**src/rtl/makestuff_ram_arb.sv**
```systemverilog
// makestuff_ram_arb
// Two-requester round-robin front end for a simple dual-port RAM with a
// registered read port (one cycle of read latency). After reset, and whenever
// clear_in is pulsed while running, the block sweeps every row and writes
// zeros before it accepts any traffic.
//
// Ports
//   clk_in, rstn_in          : clock (rising edge) and async active-low reset
//   clear_in                 : pulse while running to re-zero the whole RAM
//   initDone_out             : high while in the RUN state
//   reqValid_in/reqReady_out : per-requester handshake (ready is combinational)
//   reqWrite_in              : 1 = write, 0 = read
//   reqAddr_in/Mask/Data     : per-requester row address, span enables, data
//   rspValid_out/rspData_out : read response, one cycle after the read grant
//   ramWr*_out               : RAM write port (mask, address, data)
//   ramRdAddr_out            : RAM read address
//   ramRdData_in             : RAM read data, registered inside the RAM
module makestuff_ram_arb #(
    parameter int ADDR_NBITS = 5,
    parameter int SPAN_NBITS = 8,
    parameter int NUM_SPANS  = 8
) (
    input  logic                                  clk_in,
    input  logic                                  rstn_in,
    input  logic                                  clear_in,
    output logic                                  initDone_out,
    input  logic [1:0]                            reqValid_in,
    output logic [1:0]                            reqReady_out,
    input  logic [1:0]                            reqWrite_in,
    input  logic [1:0][ADDR_NBITS-1:0]            reqAddr_in,
    input  logic [1:0][NUM_SPANS-1:0]             reqMask_in,
    input  logic [1:0][NUM_SPANS*SPAN_NBITS-1:0]  reqData_in,
    output logic [1:0]                            rspValid_out,
    output logic [NUM_SPANS*SPAN_NBITS-1:0]       rspData_out,
    output logic [NUM_SPANS-1:0]                  ramWrMask_out,
    output logic [ADDR_NBITS-1:0]                 ramWrAddr_out,
    output logic [NUM_SPANS*SPAN_NBITS-1:0]       ramWrData_out,
    output logic [ADDR_NBITS-1:0]                 ramRdAddr_out,
    input  logic [NUM_SPANS*SPAN_NBITS-1:0]       ramRdData_in
);

    localparam int DATA_NBITS = NUM_SPANS * SPAN_NBITS;
    localparam logic [ADDR_NBITS-1:0] LAST_ROW = '1;

    typedef enum logic {
        S_CLEAR = 1'b0,
        S_RUN   = 1'b1
    } state_t;

    state_t                  state_q, state_d;
    logic [ADDR_NBITS-1:0]   count_q, count_d;
    logic                    lastGrant_q, lastGrant_d;
    logic [1:0]              rspValid_q, rspValid_d;
    logic [1:0]              grant;
    logic                    grantSel;

    // State register. lastGrant_q holds the index of the most recently granted
    // requester; resetting it to 1 makes requester 0 win the first contention.
    // Clearing rspValid_q here is what drops an in-flight read on reset.
    always_ff @(posedge clk_in or negedge rstn_in) begin
        if (!rstn_in) begin
            state_q     <= S_CLEAR;
            count_q     <= '0;
            lastGrant_q <= 1'b1;
            rspValid_q  <= 2'b00;
        end else begin
            state_q     <= state_d;
            count_q     <= count_d;
            lastGrant_q <= lastGrant_d;
            rspValid_q  <= rspValid_d;
        end
    end

    // Round-robin grant. Nothing is granted while clearing or in the cycle
    // clear_in is seen, so no transfer can race the sweep.
    always_comb begin
        grant = 2'b00;
        if (state_q == S_RUN && !clear_in) begin
            unique case (reqValid_in)
                2'b01:   grant = 2'b01;
                2'b10:   grant = 2'b10;
                2'b11:   grant = lastGrant_q ? 2'b01 : 2'b10;
                default: grant = 2'b00;
            endcase
        end
    end

    // Next-state and RAM-port decode. During the sweep the write mask is
    // qualified by rstn_in so the RAM sees no write while reset is held, even
    // though the state register already reads CLEAR.
    always_comb begin
        state_d       = state_q;
        count_d       = count_q;
        lastGrant_d   = lastGrant_q;
        rspValid_d    = 2'b00;
        ramWrMask_out = '0;
        ramWrAddr_out = '0;
        ramWrData_out = '0;
        ramRdAddr_out = '0;
        grantSel      = grant[1];

        if (state_q == S_CLEAR) begin
            ramWrMask_out = rstn_in ? '1 : '0;
            ramWrAddr_out = count_q;
            ramWrData_out = '0;
            count_d       = count_q + 1'b1;
            if (count_q == LAST_ROW) begin
                state_d = S_RUN;
                count_d = '0;
            end
        end else begin
            if (clear_in) begin
                state_d = S_CLEAR;
                count_d = '0;
            end
            if (grant != 2'b00) begin
                lastGrant_d = grantSel;
                if (reqWrite_in[grantSel]) begin
                    ramWrMask_out = reqMask_in[grantSel];
                    ramWrAddr_out = reqAddr_in[grantSel];
                    ramWrData_out = reqData_in[grantSel];
                end else begin
                    ramRdAddr_out        = reqAddr_in[grantSel];
                    rspValid_d[grantSel] = 1'b1;
                end
            end
        end
    end

    // The RAM's read register lines up with rspValid_q, so read data is passed
    // straight through; it is forced to zero when no response is pending.
    always_comb begin
        reqReady_out = grant;
        initDone_out = (state_q == S_RUN);
        rspValid_out = rspValid_q;
        rspData_out  = (rspValid_q != 2'b00) ? ramRdData_in : {DATA_NBITS{1'b0}};
    end

endmodule

```
**config.mk**
```make
export PLATFORM = sky130hd
export DESIGN_NAME = makestuff_ram_arb
export DESIGN_NICKNAME = d
export VERILOG_FILES = /design/src/rtl/makestuff_ram_arb.sv
export SDC_FILE = /design/constraint.sdc
export NUM_CORES = 1
export LEC_CHECK = 0
export ABC_AREA = 1
export BUFFER_PORTS_ARGS = -buffer_cell sky130_fd_sc_hd__clkbuf_2
export CORE_AREA = 2 2 147 149
export DETAILED_ROUTE_END_ITERATION = 8
export DIE_AREA = 0 0 149 151
export PLACE_DENSITY = 0.51
export SYNTH_ARGS = -nofsm -noshare
export SYNTH_HDL_FRONTEND = slang
export SYNTH_SLANG_ARGS = --single-unit
export TNS_END_PERCENT = 30
```
**constraint.sdc**
```tcl
create_clock -name clk_in -period 1.35 [get_ports clk_in]
set_input_delay 0.135 -clock clk_in [delete_from_list [all_inputs] [get_ports clk_in]]
set_output_delay 0.135 -clock clk_in [all_outputs]
set_load 0.03 [all_outputs]
```
# --- After elaboration in Yosys (flattened, before gate mapping) ---
# Cells that the tools add are included.
totals:
  register_bits: 9
  latchBits: 0
  ramBits: 0
  romBits: 0
  in_bits: 225
  out_inout_bits: 151
  n_memories: 0
op_classes:
  n_addsub: 1
  mul: 0
  n_div: 0
  n_lt_le_gt_ge: 2
  eq_ne: 5
  shifts: 0
  muxes: 36
  n_bitwise: 0
  n_reduce_logical: 6
ops:
  columns: ["operator", "n"]
  rows:
  - ["two-way mux 64 bit", 6]
  - ["two-way mux 5 bit", 11]
  - ["two-way mux 8 bit", 6]
  - ["two-way mux 2 bit", 5]
  - ["two-way mux 1 bit", 6]
  - ["one-hot mux 2 bit (3 select lines)", 1]
  - ["adder 5 x 1 -> 5 bit, second input constant", 1]
  - ["== test 5 bit, second input constant", 1]
  - ["== test 2 bit, second input constant", 2]
  - ["nonzero test 2 bit", 2]
  - ["== test 2 x 1 -> 1 bit, second input constant", 1]
  - ["logical AND 1 bit", 2]
  - ["less-than comparator 1 x 2 -> 1 bit, second input constant", 1]
  - ["!= test 2 bit, second input constant", 1]
  - ["AND reduction 2 bit", 1]
  - ["demux 1 bit (select 1 bit)", 1]
  - ["greater-or-equal comparator 1 bit, second input constant", 1]
  - ["logical NOT 1 bit", 1]

# --- Longest topological paths before layout ---
logic_depth:
  word_depth: 10
  ltp_mapped: 8
  depth_no_buf: 7

# --- Worst setup path after synthesis ---
# Ideal clock, no wire load.
synth_timing:
  kind: "register to output"
  from: "register state_q, in the netlist initDone_out"
  to: "output port ramWrData_out[49]"
  arrival_ns: 1.773
  t_required_ns: 1.215
  path_slack_ns: -0.558
  stages_incl_launch_ff: 7
  n_path_buf: 2
  cell_sequence: "dfrtp_1 nand2_2 nor2_4 buf_6 buf_2 a21oi_1 nor2_1"
synth_via:
  elab_chain_len: 7
  elab_cells_between_ends: 10
  cone_classes: "mux (8); reduce/logical (2)"
synth_rtl:
  columns: ["item", "line", "rtl"]
  rows:
  - ["start: declaration", "50", "state_t state_q, state_d;"]
  - ["start signal: assignment", "67", "state_q <= state_d;"]
  - ["logical AND 1 bit *", "78", "if (state_q == S_RUN && !clear_in) begin"]
  - ["two-way mux 2 bit *", "78", null]
  - ["net reqReady_out[1]", "28", "output logic [1:0] reqReady_out,"]
  - ["two-way mux 64 bit (implied by the code) or two-way mux 1 bit (tied branches) (2 in a row)", "121, 118", null]
  - ["two-way mux 64 bit", "118", "if (reqWrite_in[grantSel]) begin"]
  - ["two-way mux 64 bit *", "116", "if (grant != 2'b00) begin"]
  - ["two-way mux 64 bit *", "102", "if (state_q == S_CLEAR) begin"]
  - ["end: declaration", "37", "output logic [NUM_SPANS*SPAN_NBITS-1:0] ramWrData_out,"]
# The timed path passes the listed nets; every way through them passes the cells marked *. The select of a mux whose other input is x is not followed.

# --- Worst setup path in the final report ---
layout_timing:
  from: "register lastGrant_q"
  to: "output port ramWrData_out[32]"
layout_via:
  elab_chain_len: 8
  elab_cells_between_ends: 11
  cone_classes: "mux (10); reduce/logical (1)"
layout_rtl:
  columns: ["item", "line", "rtl"]
  rows:
  - ["start: declaration", "52", "logic lastGrant_q, lastGrant_d;"]
  - ["start signal: assignment", "69", "lastGrant_q <= lastGrant_d;"]
  - ["two-way mux 2 bit *", "82", "2'b11: grant = lastGrant_q ? 2'b01 : 2'b10;"]
  - ["one-hot mux 2 bit (3 select lines) *", "79", "unique case (reqValid_in)"]
  - ["two-way mux 2 bit *", "78", null]
  - ["two-way mux 64 bit (implied by the code) or two-way mux 1 bit (tied branches) (2 in a row)", "121, 118", null]
  - ["two-way mux 64 bit", "118", null]
  - ["two-way mux 64 bit *", "116", null]
  - ["two-way mux 64 bit *", "102", null]
# Mark *: on every way between the ends. The rest lies on a longest branch, timed or not. The select of a mux whose other input is x is not followed.

==> results.json <==
{
  "synthCells": 568,
  "ys_async_sr_fraction": 1.000,
  "crit_path_end_kind": "output pin",
  "setup_tns_ps": -48610,
  "maxSlewViolCount": 0,
  "syn-num-nets": 795,
  "vdd_ir_drop_max_mv": 1.014,
  "synth_seq_area_share": 0.08482,
  "synth-edff-count": 0,
  "crit_family": "flip-flops",
  "ant_nets": 0,
  "clkTransAtPathRegs_ps": 40,
  "synth.top_cells.by_count": "nor2_1 (197), inv_1 (154), a21oi_1 (64)",
  "powerDensity_nw_per_um2": 650.0,
  "synth_area_sq_um": 2670,
  "relSlewSlack": 0.8291,
  "rows": 53,
  "n_antenna_cell": 0,
  "route.met2.wl_microns": 8383,
  "ys_ff_latch": 9,
  "fin_crit_ps": 1965,
  "synth_most_common_cell": "nor2_1",
  "fill_cells": 2243,
  "path_max_fanout": 30,
  "cts_root_buf": "clkbuf_16",
  "nets": 1204,
  "htree_levels": 1,
  "min_period_over_period": 1.455,
  "max_freq_mhz": 508.9,
  "grt_pass1_vias": 4511,
  "dp_cells": 1238,
  "clk_latency_ps": 230,
  "fin_ws_ps": -614.8,
  "worstSetupPathType": "reg2out",
  "die_h_microns": 151,
  "top_level_ports": 376,
  "hp-class": "in2reg",
  "crit_chain": "nand2_4 > nand2_4 > nor2_4 > buf_12 > buf_12 > nor2_1 > a21oi_2 > nor2_4 > clkbuf_8",
  "port_buffers": 375,
  "die_width_microns": 149,
  "setup_violations": 147,
  "drive_gt1_frac": 0.6660,
  "start_util": 0.1282,
  "overflow": 0,
  "synth.distinct_cells": 25,
  "synth_area_per_cell_sq_um": 4.701,
  "cts_buffer_depth": 2,
  "violations": "negative setup slack",
  "cts_buffers": 3,
  "totalPowerFinal_mw": 4.633,
  "drt_iter0_drc": 151,
  "via_per_inst": 3.798,
  "hold_viol_final": 0,
  "fin_cells": 1251,
  "wl_met3_microns": 927,
  "cts_tree": "done",
  "cts_sinks": 9,
  "drc": 0,
  "dp_hpwl_microns": 12370,
  "grtUsageTotal": 0.1204,
  "clock_skew_ps": 0.4995,
  "core_sq_um": 20820,
  "rsz0062_at_grt": "yes",
  "synthFlopType": "dfrtp_1",
  "gp_congestion": 0.8014,
  "synthTopCellsByArea": "nor2_1 (28%), inv_1 (22%), a21oi_1 (12%), dfrtp_1 (7.5%), nand2_1 (6.5%)",
  "drtPass1Iterations": 4,
  "top_layer": "met4",
  "worstPathRequired_ps": 1220,
  "synth_largest_area_cell": "nor2_1",
  "cp_data_arrival_time_ps": 1830,
  "worst_pin_slew_ps": 256.3,
  "synth_top_cell_area_share": 0.2769,
  "antenna_found_initial": 0,
  "cp_slowest_cell": "dfstp_2",
  "p_leak_nw": 4.052,
  "area_growth_syn_to_layout_pct": 167.0,
  "totalWireLength_microns": 15730,
  "vias": 4751,
  "setup.worst_path.start_class": "flop",
  "drt-wirelength-per-cell_microns": 12.57,
  "grt_pass1_wl_microns": 22270,
  "die_area_sq_um": 22500,
  "grt_max_degree": 34,
  "wl_met1_microns": 6308,
  "drv_cap": 0,
  "slowest_delay_ps": 540,
  "status": "finished, violations left",
  "critPathBufInv": 3,
  "ys_warn_count": 0
}
## kinds of logic (layout without fill, tap and decap cells)
kind of cell,count (synthesis),count (layout),synth area share
buf+inv,190,598,0.2952
compound gates,84,84,0.1729
flops,9,9,0.08482
simple gates,283,283,0.4377
fa+ha+maj,2,2,0.009371
## worst register-to-register path: stages, from the launching register on
cell and delay [ps]:
dfrtp_1 380, ha_2 200, nand2_2 80, nor2_2 40, ha_1 260, a22o_1 220
## power breakdown
group	internal [mW]	total, mW	switching [mW]
Sequential	0.393	0.489	0.0959
Combinational	1.55	3.63	2.07
Clock	0.394	0.518	0.124
Total	2.34	4.63	2.29
## cell type report
type	instances	area, sq um	share of cell area
Multi-Input combinational cell	369	2610	0.3662
Timing Repair Buffer	439	3283	0.4606
Clock buffer	4	78.83	0.01106
Inverter	155	584.3	0.08197
Sequential cell	9	227.7	0.03195
Tap cell	275	344.1	0.04827
## registers in the layout, indices dropped and copies added, names as in the netlist
register,flops
initDone_out,1
count_q,5
lastGrant_q,1
rspValid_out,2
## worst paths after layout
| check | from | end | slack [ps] | cells after the start |
|---|---|---|---|---|
| max | lastGrant_q | ramWrData_out[32] | -610 | 9 |
| min | reqWrite_in[1] | rspValid_out[1] | 120 | 2 |
| max reg2reg | count_q[1] | count_q[4] | 60 | 5 |
| min reg2reg | lastGrant_q | lastGrant_q | 480 | 2 |
| max in group asynchronous | rstn_in | lastGrant_q | 730 | 3 |
| min in group asynchronous | rstn_in | count_q[2] | 410 | 3 |
## cells in the final DEF, fill, tap and decap left out, types with 7 or more instances in the layout
master / synthesis / final
buf_12: 0 / 10
buf_8: 0 / 33
buf_2: 15 / 39
nand2_1: 46 / 33
nor2_2: 0 / 51
nor2_1: 197 / 80
dfrtp_1: 8 / 7
clkbuf_8: 0 / 31
nand2_2: 5 / 13
buf_6: 7 / 29
a21oi_2: 0 / 58
clkbuf_2: 0 / 244
buf_4: 1 / 47
nand4_1: 14 / 14
nor2_4: 1 / 67
nand3_1: 17 / 16
inv_1: 154 / 151
o21bai_1: 13 / 13
## layer usage
metal	global-route usage	vias to the layer above
met1	0.1548	2107
met4	0.01381	0
li1	-	2478
met3	0.02108	8
met5	0	-
met2	0.2164	158
## metrics by stage
| step | hold WS (ps) | setup slack, ps | cell area, sq um | utilization |
|---|---|---|---|---|
| after floorplan | -160.6 | -237.3 | 3274 | - |
| after global placement | 93.41 | -412.4 | 5754 | 0.2763 |
| after detailed placement | 94.90 | -419.3 | 5754 | 0.2763 |
| after CTS | 123.4 | -628.4 | 6724 | 0.3229 |
| after global routing | 123.9 | -697.8 | 7128 | 0.3423 |
| final | 124.0 | -614.8 | 7128 | 0.3423 |
## timing repair
action | in CTS | in global routing
gates cloned | 0 | 1
endpoints found under the setup margin | 147 | 150
endpoints found under the hold margin | 8 | 0
resized for setup | 230 | 191
setup buffers | 0 | 7
hold buffers | 1 | 0
pin swaps | 1 | 6
No activity file was read; power rests on OpenSTA's default activity.
